**src/rtl/meta_array_sched.sv**
```systemverilog
// meta_array_sched: sequencer/arbiter in front of a 1R1W metadata SRAM macro.
// After reset or flush, every entry is swept to zero. Once the sweep is done,
// two lookup clients share the read port round-robin. The write port is shared
// between refill (wr0) and update (wr1), with refill always taking priority.
module meta_array_sched #(
    parameter int DEPTH = 40,
    parameter int WIDTH = 240,
    parameter int AW    = 6
) (
    input  logic                   clock,
    input  logic                   reset,
    input  logic [1:0]             rd_valid,
    input  logic [1:0][AW-1:0]     rd_addr,
    output logic [1:0]             rd_ready,
    output logic [1:0]             rd_resp_valid,
    output logic [WIDTH-1:0]       rd_resp_data,
    input  logic [1:0]             wr_valid,
    input  logic [1:0][AW-1:0]     wr_addr,
    input  logic [1:0][WIDTH-1:0]  wr_data,
    output logic [1:0]             wr_ready,
    input  logic                   flush_valid,
    output logic                   flush_ready,
    output logic                   init_done,
    output logic [AW-1:0]          mem_R0_addr,
    output logic                   mem_R0_en,
    input  logic [WIDTH-1:0]       mem_R0_data,
    output logic [AW-1:0]          mem_W0_addr,
    output logic                   mem_W0_en,
    output logic [WIDTH-1:0]       mem_W0_data
);

    typedef enum logic {ST_INIT = 1'b0, ST_RUN = 1'b1} state_t;

    localparam logic [AW-1:0] LAST = AW'(DEPTH - 1);

    state_t        state;
    logic [AW-1:0] cnt;
    logic          rr_ptr;
    logic [1:0]    resp_valid;
    logic [1:0]    rd_gnt;
    logic          rd_idx;
    logic          wr_idx;

    // Response data is the macro output passed straight through; the valid
    // bits say which requester (if any) owns it.
    assign rd_resp_data  = mem_R0_data;
    assign rd_resp_valid = resp_valid;
    assign init_done     = (state == ST_RUN);

    // Per-cycle port steering: sweep writes in INIT, arbitration in RUN,
    // and nothing at all while reset is held.
    always_comb begin
        rd_ready    = 2'b00;
        wr_ready    = 2'b00;
        flush_ready = 1'b0;
        rd_gnt      = 2'b00;
        rd_idx      = 1'b0;
        wr_idx      = 1'b0;
        mem_R0_en   = 1'b0;
        mem_R0_addr = '0;
        mem_W0_en   = 1'b0;
        mem_W0_addr = '0;
        mem_W0_data = '0;
        if (reset) begin
            rd_gnt = 2'b00;
        end else if (state == ST_INIT) begin
            mem_W0_en   = 1'b1;
            mem_W0_addr = cnt;
        end else if (flush_valid) begin
            flush_ready = 1'b1;
        end else begin
            case (rd_valid)
                2'b01:   rd_idx = 1'b0;
                2'b10:   rd_idx = 1'b1;
                2'b11:   rd_idx = rr_ptr;
                default: rd_idx = 1'b0;
            endcase
            if (rd_valid != 2'b00) begin
                rd_gnt[rd_idx] = 1'b1;
                mem_R0_en      = 1'b1;
                mem_R0_addr    = rd_addr[rd_idx];
            end else begin
                rd_gnt = 2'b00;
            end
            rd_ready = rd_gnt;
            wr_idx   = ~wr_valid[0];
            if (wr_valid != 2'b00) begin
                wr_ready[wr_idx] = 1'b1;
                // Out-of-range writes are acknowledged but never reach the macro.
                mem_W0_en   = (wr_addr[wr_idx] <= LAST);
                mem_W0_addr = wr_addr[wr_idx];
                mem_W0_data = wr_data[wr_idx];
            end else begin
                mem_W0_en = 1'b0;
            end
        end
    end

    // Sweep/run state, sweep counter, round-robin pointer and response valid.
    always_ff @(posedge clock or posedge reset) begin
        if (reset) begin
            state      <= ST_INIT;
            cnt        <= '0;
            rr_ptr     <= 1'b0;
            resp_valid <= 2'b00;
        end else begin
            resp_valid <= rd_gnt;
            if (rd_gnt != 2'b00) begin
                rr_ptr <= ~rd_idx;
            end
            case (state)
                ST_INIT: begin
                    if (cnt == LAST) begin
                        state <= ST_RUN;
                        cnt   <= '0;
                    end else begin
                        cnt <= cnt + {{(AW-1){1'b0}}, 1'b1};
                    end
                end
                ST_RUN: begin
                    if (flush_valid) begin
                        state <= ST_INIT;
                        cnt   <= '0;
                    end
                end
                default: begin
                    state <= ST_INIT;
                    cnt   <= '0;
                end
            endcase
        end
    end

endmodule

```
**config.mk**
```make
export PLATFORM = sky130hd
export DESIGN_NAME = meta_array_sched
export DESIGN_NICKNAME = d
export VERILOG_FILES = /design/src/rtl/meta_array_sched.sv
export SDC_FILE = /design/constraint.sdc
export NUM_CORES = 1
export LEC_CHECK = 0
export ABC_AREA = 1
export CORE_AREA = 2 2 492 494
export CTS_CLUSTER_SIZE = 25
export DETAILED_ROUTE_END_ITERATION = 8
export DIE_AREA = 0 0 494 496
export GPL_TIMING_DRIVEN = 0
export PLACE_DENSITY = 0.32
export SKIP_LAST_GASP = 1
export SLEW_MARGIN = 20
export SYNTH_ARGS = -nofsm -noshare
export SYNTH_HDL_FRONTEND = slang
export SYNTH_SLANG_ARGS = --single-unit
```
**constraint.sdc**
```tcl
create_clock -name clock -period 4.45 [get_ports clock]
set_clock_uncertainty 0.2 [all_clocks]
set_input_delay 0.445 -clock clock [delete_from_list [all_inputs] [get_ports clock]]
set_output_delay 0.445 -clock clock [all_outputs]
set_load 0.01 [all_outputs]
```
---- Yosys cells after proc, flatten, opt, wreduce, memory -nomap -nowiden ----
Index checks and enable logic that the tools add are counted.
cells by class
  equality and inequality tests ........... 4
  add/sub/neg operators ................... 1
  order comparisons ....................... 5
  bitwise operators ....................... 3
  multiplexer cells ....................... 54
  reductions and logical operators ........ 5
operator list
  cell                   count
  $mux W240              6
  $mux W6                14
  $mux W1                21
  $mux W2                8
  $pmux W6 S2            1
  $add A6 B1 Y6 const B  1
  $eq A6 B6 Y1 const B   1
  $le A6 B6 Y1 const B   1
  $reduce_bool A2 Y1     3
  $eq A2 B2 Y1 const B   2
  $lt A1 B2 Y1 const B   2
  $pmux W1 S2            2
  $not A1 Y1             3
  $demux W1 S1           2
  $ge A1 B1 Y1 const B   2
  $logic_and A1 B1 Y1    2
  $ne A2 B2 Y1 const B   1
word-level totals
  logic and storage cells ................. 76
  input port bits ......................... 751
  output and inout port bits .............. 502
  register bits ........................... 10

---- Longest topological paths before layout ----
  depth in word-level cells ............... 14
  mapped depth ............................ 9
  depth with buffers taken out ............ 7

---- Worst setup path after synthesis ----
Ideal clock, no wire load.
  kind .................................... input to output
  from .................................... in reset
  to ...................................... out mem_W0_data[110]
  buffers on the path ..................... 3
  stages .................................. 8
  setup slack ............................. 2.459 ns
  required time ........................... 3.805 ns
  arrival time ............................ 1.346 ns
  cell sequence ........................... buf_2 > nor2_4 > nand3_1 > inv_2 > buf_6 > buf_2 > nand2_1 > nand2_1
on the way
  cells in the longest elaborated chain, start to end .. 1
ends and longest elaborated chain
  element          RTL line  text
  start, declared  11        input logic reset,
  $mux W240        64        if (reset) begin
  end, declared    29        output logic [WIDTH-1:0] mem_W0_data
No other way between the ends.

---- Final worst setup path ----
  from .................................... in rd_valid[0]
  to ...................................... out mem_R0_addr[2]
on the way
  cells in the longest elaborated chain, start to end .. 11
ends and longest elaborated chain
  element                                      RTL line  text
  start, declared                              12        input logic [1:0] rd_valid,
  $eq A2 B2 Y1                                 72        case (rd_valid)
  $pmux W1 S2                                  72
  $mux W1                                      69        end else if (flush_valid) begin
  $mux W1                                      66        end else if (state == ST_INIT) begin
  $mux W1                                      64
  $mux W6 (implied by the code) (2 in series)  81        mem_R0_addr = rd_addr[rd_idx];
  $mux W6 *                                    78        if (rd_valid != 2'b00) begin
  $mux W6 *                                    69
  $mux W6 *                                    66
  $mux W6 *                                    64
  end, declared                                24        output logic [AW-1:0] mem_R0_addr,
Mark *: on every way between the ends. The rest lies on a longest branch, timed or not. The select of a mux whose other input is x is not followed.

==> impl_results.md <==
* Drt wl/cell at 35.3 um
* CP endpoint kind: primary output
* Power after layout at 1.98 mW
* Residual DRC at 0
* Placed cells at 5338
* Proportion of layout cells with a drive suffix above 1 at 14.3%
* Layout area overhead at 252%
* 1st-iter DRT viols at a little over 600
* Max clock buf depth at 2
* Iteration count of the initial detailed-routing pass at 5
* H-tree levels at 1
* Sw Ratio at 42.3%
* Fin. Hold Viols at 0
* CTS clk-pin slew, worst paths at 0.05 ns
* Critical R2R Launch: rr_ptr$_DFFE_PP0P_
* Non-Filler Instances at roughly 5400
* Boundary Pins at 1253
* Vias in the first global route at 12000
* Nets at 2910
* YS warnings at 0
* Die Area at 245000 um2
* Chip width at 494 um
* CP startpoint kind: input port
* Syn_area_per_cell at 4.97 um2
* Leak at 7.78 nW
* Register area share after synthesis at under 10%
* Total number of vias at between 10000 and 15000
* Internal at around 1.1 mW
* Most frequent cells in the layout: clkdlybuf4s50_1 (1005), nand2_1 (762), buf_4 (258)
* Largest net degree at the start of global routing at 12
* PnR worst setup slack at 0.173 ns
* Largest family of logic cells by synthesized area: simple AND/OR/NAND/NOR gates
* HP Class: in -> async
* Final setup fails at 0
* Simple-gate share of the synthesized area at roughly 54%
* Synthesized area at between 5000 and 6000 um2
* Max-cap violations at 0
* RSZ-0062 raised after global routing: false
* PD cells at a little under 100 nW/um2
* Drt total wl at about 190 mm
* Reg2reg end: rd_resp_valid[0]$_DFF_PP0_
* Initial antenna violation count at roughly 200
* Fmax at approximately 0.23 GHz
* Hold Slack at approximately 0.25 ns
* Max Slew Vio Count at 0
* Post-Synth XOR/XNOR Area at 0.309%
* Clock tree from TritonCTS: done
* Req. time, crit path at between 3 and 4 ns
* Mux cell area share after synthesis at 0%
* Synthesized-area fraction occupied by adder cells at less than 1%
* DP Worst Slack at -0.119 ns
* VDD IR-drop max at 88.8 uV
* Core ar. at 240000 um2
* Sink Count at 10
* Root Buffer: clkbuf_16
* Ranking of synthesized cells by area: nand2_1 (50%), buf_4 (34%), dfrtp_1 (4.4%)
* Synth Area in Compound Gates at 1.63%
* Vias per std cell at 2.23
* Mapped Nets at 1894
* Setup TNS at 0 ns
* First-pass GRT wire length at 213 mm
* Post-synthesis cell type with the largest combined area: nand2_1
* P_sw at ~840 uW
* Antenna-violating nets left at 0
* Crit path kind: in -> out
* Row count at 180
* Num CTS Buffers at 3
* Placer congestion estimate at 0.929
* Die Ht at 496 um
* Worst-Margin Slew at 0.999 ns
* Final period util at 96.1%
* FF-to-FF path depth at 5
* Grt total ovfl at 0
* Initial Util at roughly 2.4%
* Synth cell types at 23
* Worst skew pair latency at 0.25 ns
* Flops & latches, synth at 10
* Status: complete, no violations
* Clock share of power at 9.8%
* Seq pwr share at 8.7%
* Worst Path Max Fanout at 8
* Worst R2R Setup Slack at approximately 2.3 ns
* CP arrival at 3.63 ns
* Port bufs at 1010
* Synth Instances at 1142
* Synth top area share at 50.4%
* Gr usage total at around 15%
* Comb power frac at about four fifths
* Fillers at 28400
* Final HPWL DP at 183 mm
* Final min period at 4.28 ns
* Slew headroom at about a third
* Commonest non-fill, non-tap cell in the layout: clkdlybuf4s50_1
[metal layers]
| layer | part of all wire, % | vias to the layer above | routed length, um | global-route usage (%) |
|---|---|---|---|---|
| met5 | 0.46 | - | 869 | 0 |
| li1 | - | 5256 | - | - |
| met2 | 44 | 1107 | 82900 | 23.4 |
| met3 | 18 | 369 | 34100 | 12.1 |
| met1 | 36 | 5145 | 67700 | 15.2 |
| met4 | 2.4 | 132 | 4510 | 2.55 |
[sequential cells by signal (all words and copies together), names as in the netlist]
signal         flops
cnt                6
rr_ptr             1
init_done          1
rd_resp_valid      2
[metrics by stage]
| step | utilization [%] | instance area (um2) |
|---|---|---|
| CTS | 8.29 | 19900 |
| global route | 8.31 | 19900 |
| floorplan | - | 5670 |
| global placement | 8.25 | 19800 |
| finish | 8.34 | 20000 |
| detailed placement | 8.25 | 19800 |
[worst max path at each step]
stage                  endpoint  cells after the start         from  slack, ns
4_1_cts          mem_R0_addr[1]                      7  rd_valid[0]      -0.07
6_report         mem_R0_addr[2]                      7  rd_valid[0]       0.17
3_5_place_dp   mem_W0_data[185]                     11  flush_valid      -0.12
5_1_grt          mem_R0_addr[1]                      6  rd_valid[1]      0.008
3_3_place_gp   mem_W0_data[158]                     11  flush_valid      -0.11
2_1_floorplan  mem_W0_data[110]                      8        reset       2.46
[repair_timing]
action	4_1_cts	5_1_grt
buffers inserted	0	0
resized for setup	7	0
endpoints found under the setup margin	17	0
hold buffers	0	0
[area by class of cell]
class                   count  area [um2]  share of cell area [%]
diodes                     45         113                   0.564
plain buffers             295        2200                    11.0
clock buffers               4        88.8                   0.445
inverters                  17        68.8                   0.344
multi-input cells         820        3160                    15.8
flip-flops and latches     10         250                    1.25
well taps                3185        3990                    19.9
repair buffers           1011       10100                    50.6
[power by group through the flow]
stage | Clock (mW) | Combinational (mW) | Sequential (mW)
floorplan | 0 | 0.437 | 0.155
global placement | 0 | 1.66 | 0.182
detailed placement | 0 | 1.65 | 0.178
CTS | 0.203 | 1.66 | 0.176
global route | 0.205 | 1.74 | 0.180
finish | 0.194 | 1.62 | 0.173
[synth_stat cells]
cell type and count:
buf_4 258, dfrtp_1 10, nor2_1 22, nand2_4 1, o21ai_1 1, or2_2 1
a22o_1 1, inv_1 12, inv_2 4, a21oi_1 11, clkinv_1 1, nor2_4 1
xor2_1 1, buf_2 25, nand2_1 762, xnor2_1 1, o22ai_1 1, o21ai_0 2
nand3_1 6, o211ai_1 1, buf_6 12, ha_1 1, nor3_1 7
[kinds of logic after synthesis]
family / count (synthesis)
xor gates and xnor gates: 2
DFF: 10
AOI/OAI and AO/OA: 17
buffers and inverters: 312
and+or+nand+nor: 800
adders and majority gates: 1
[worst max-delay path: stages]
cell,delay (ns)
clkdlybuf4s50_1,0.44
nand2_1,0.08
nand2_1,0.51
inv_1,0.59
nor2_1,0.07
nor3_1,0.61
clkdlybuf4s50_1,0.85
(Power assumes the default switching activity.)
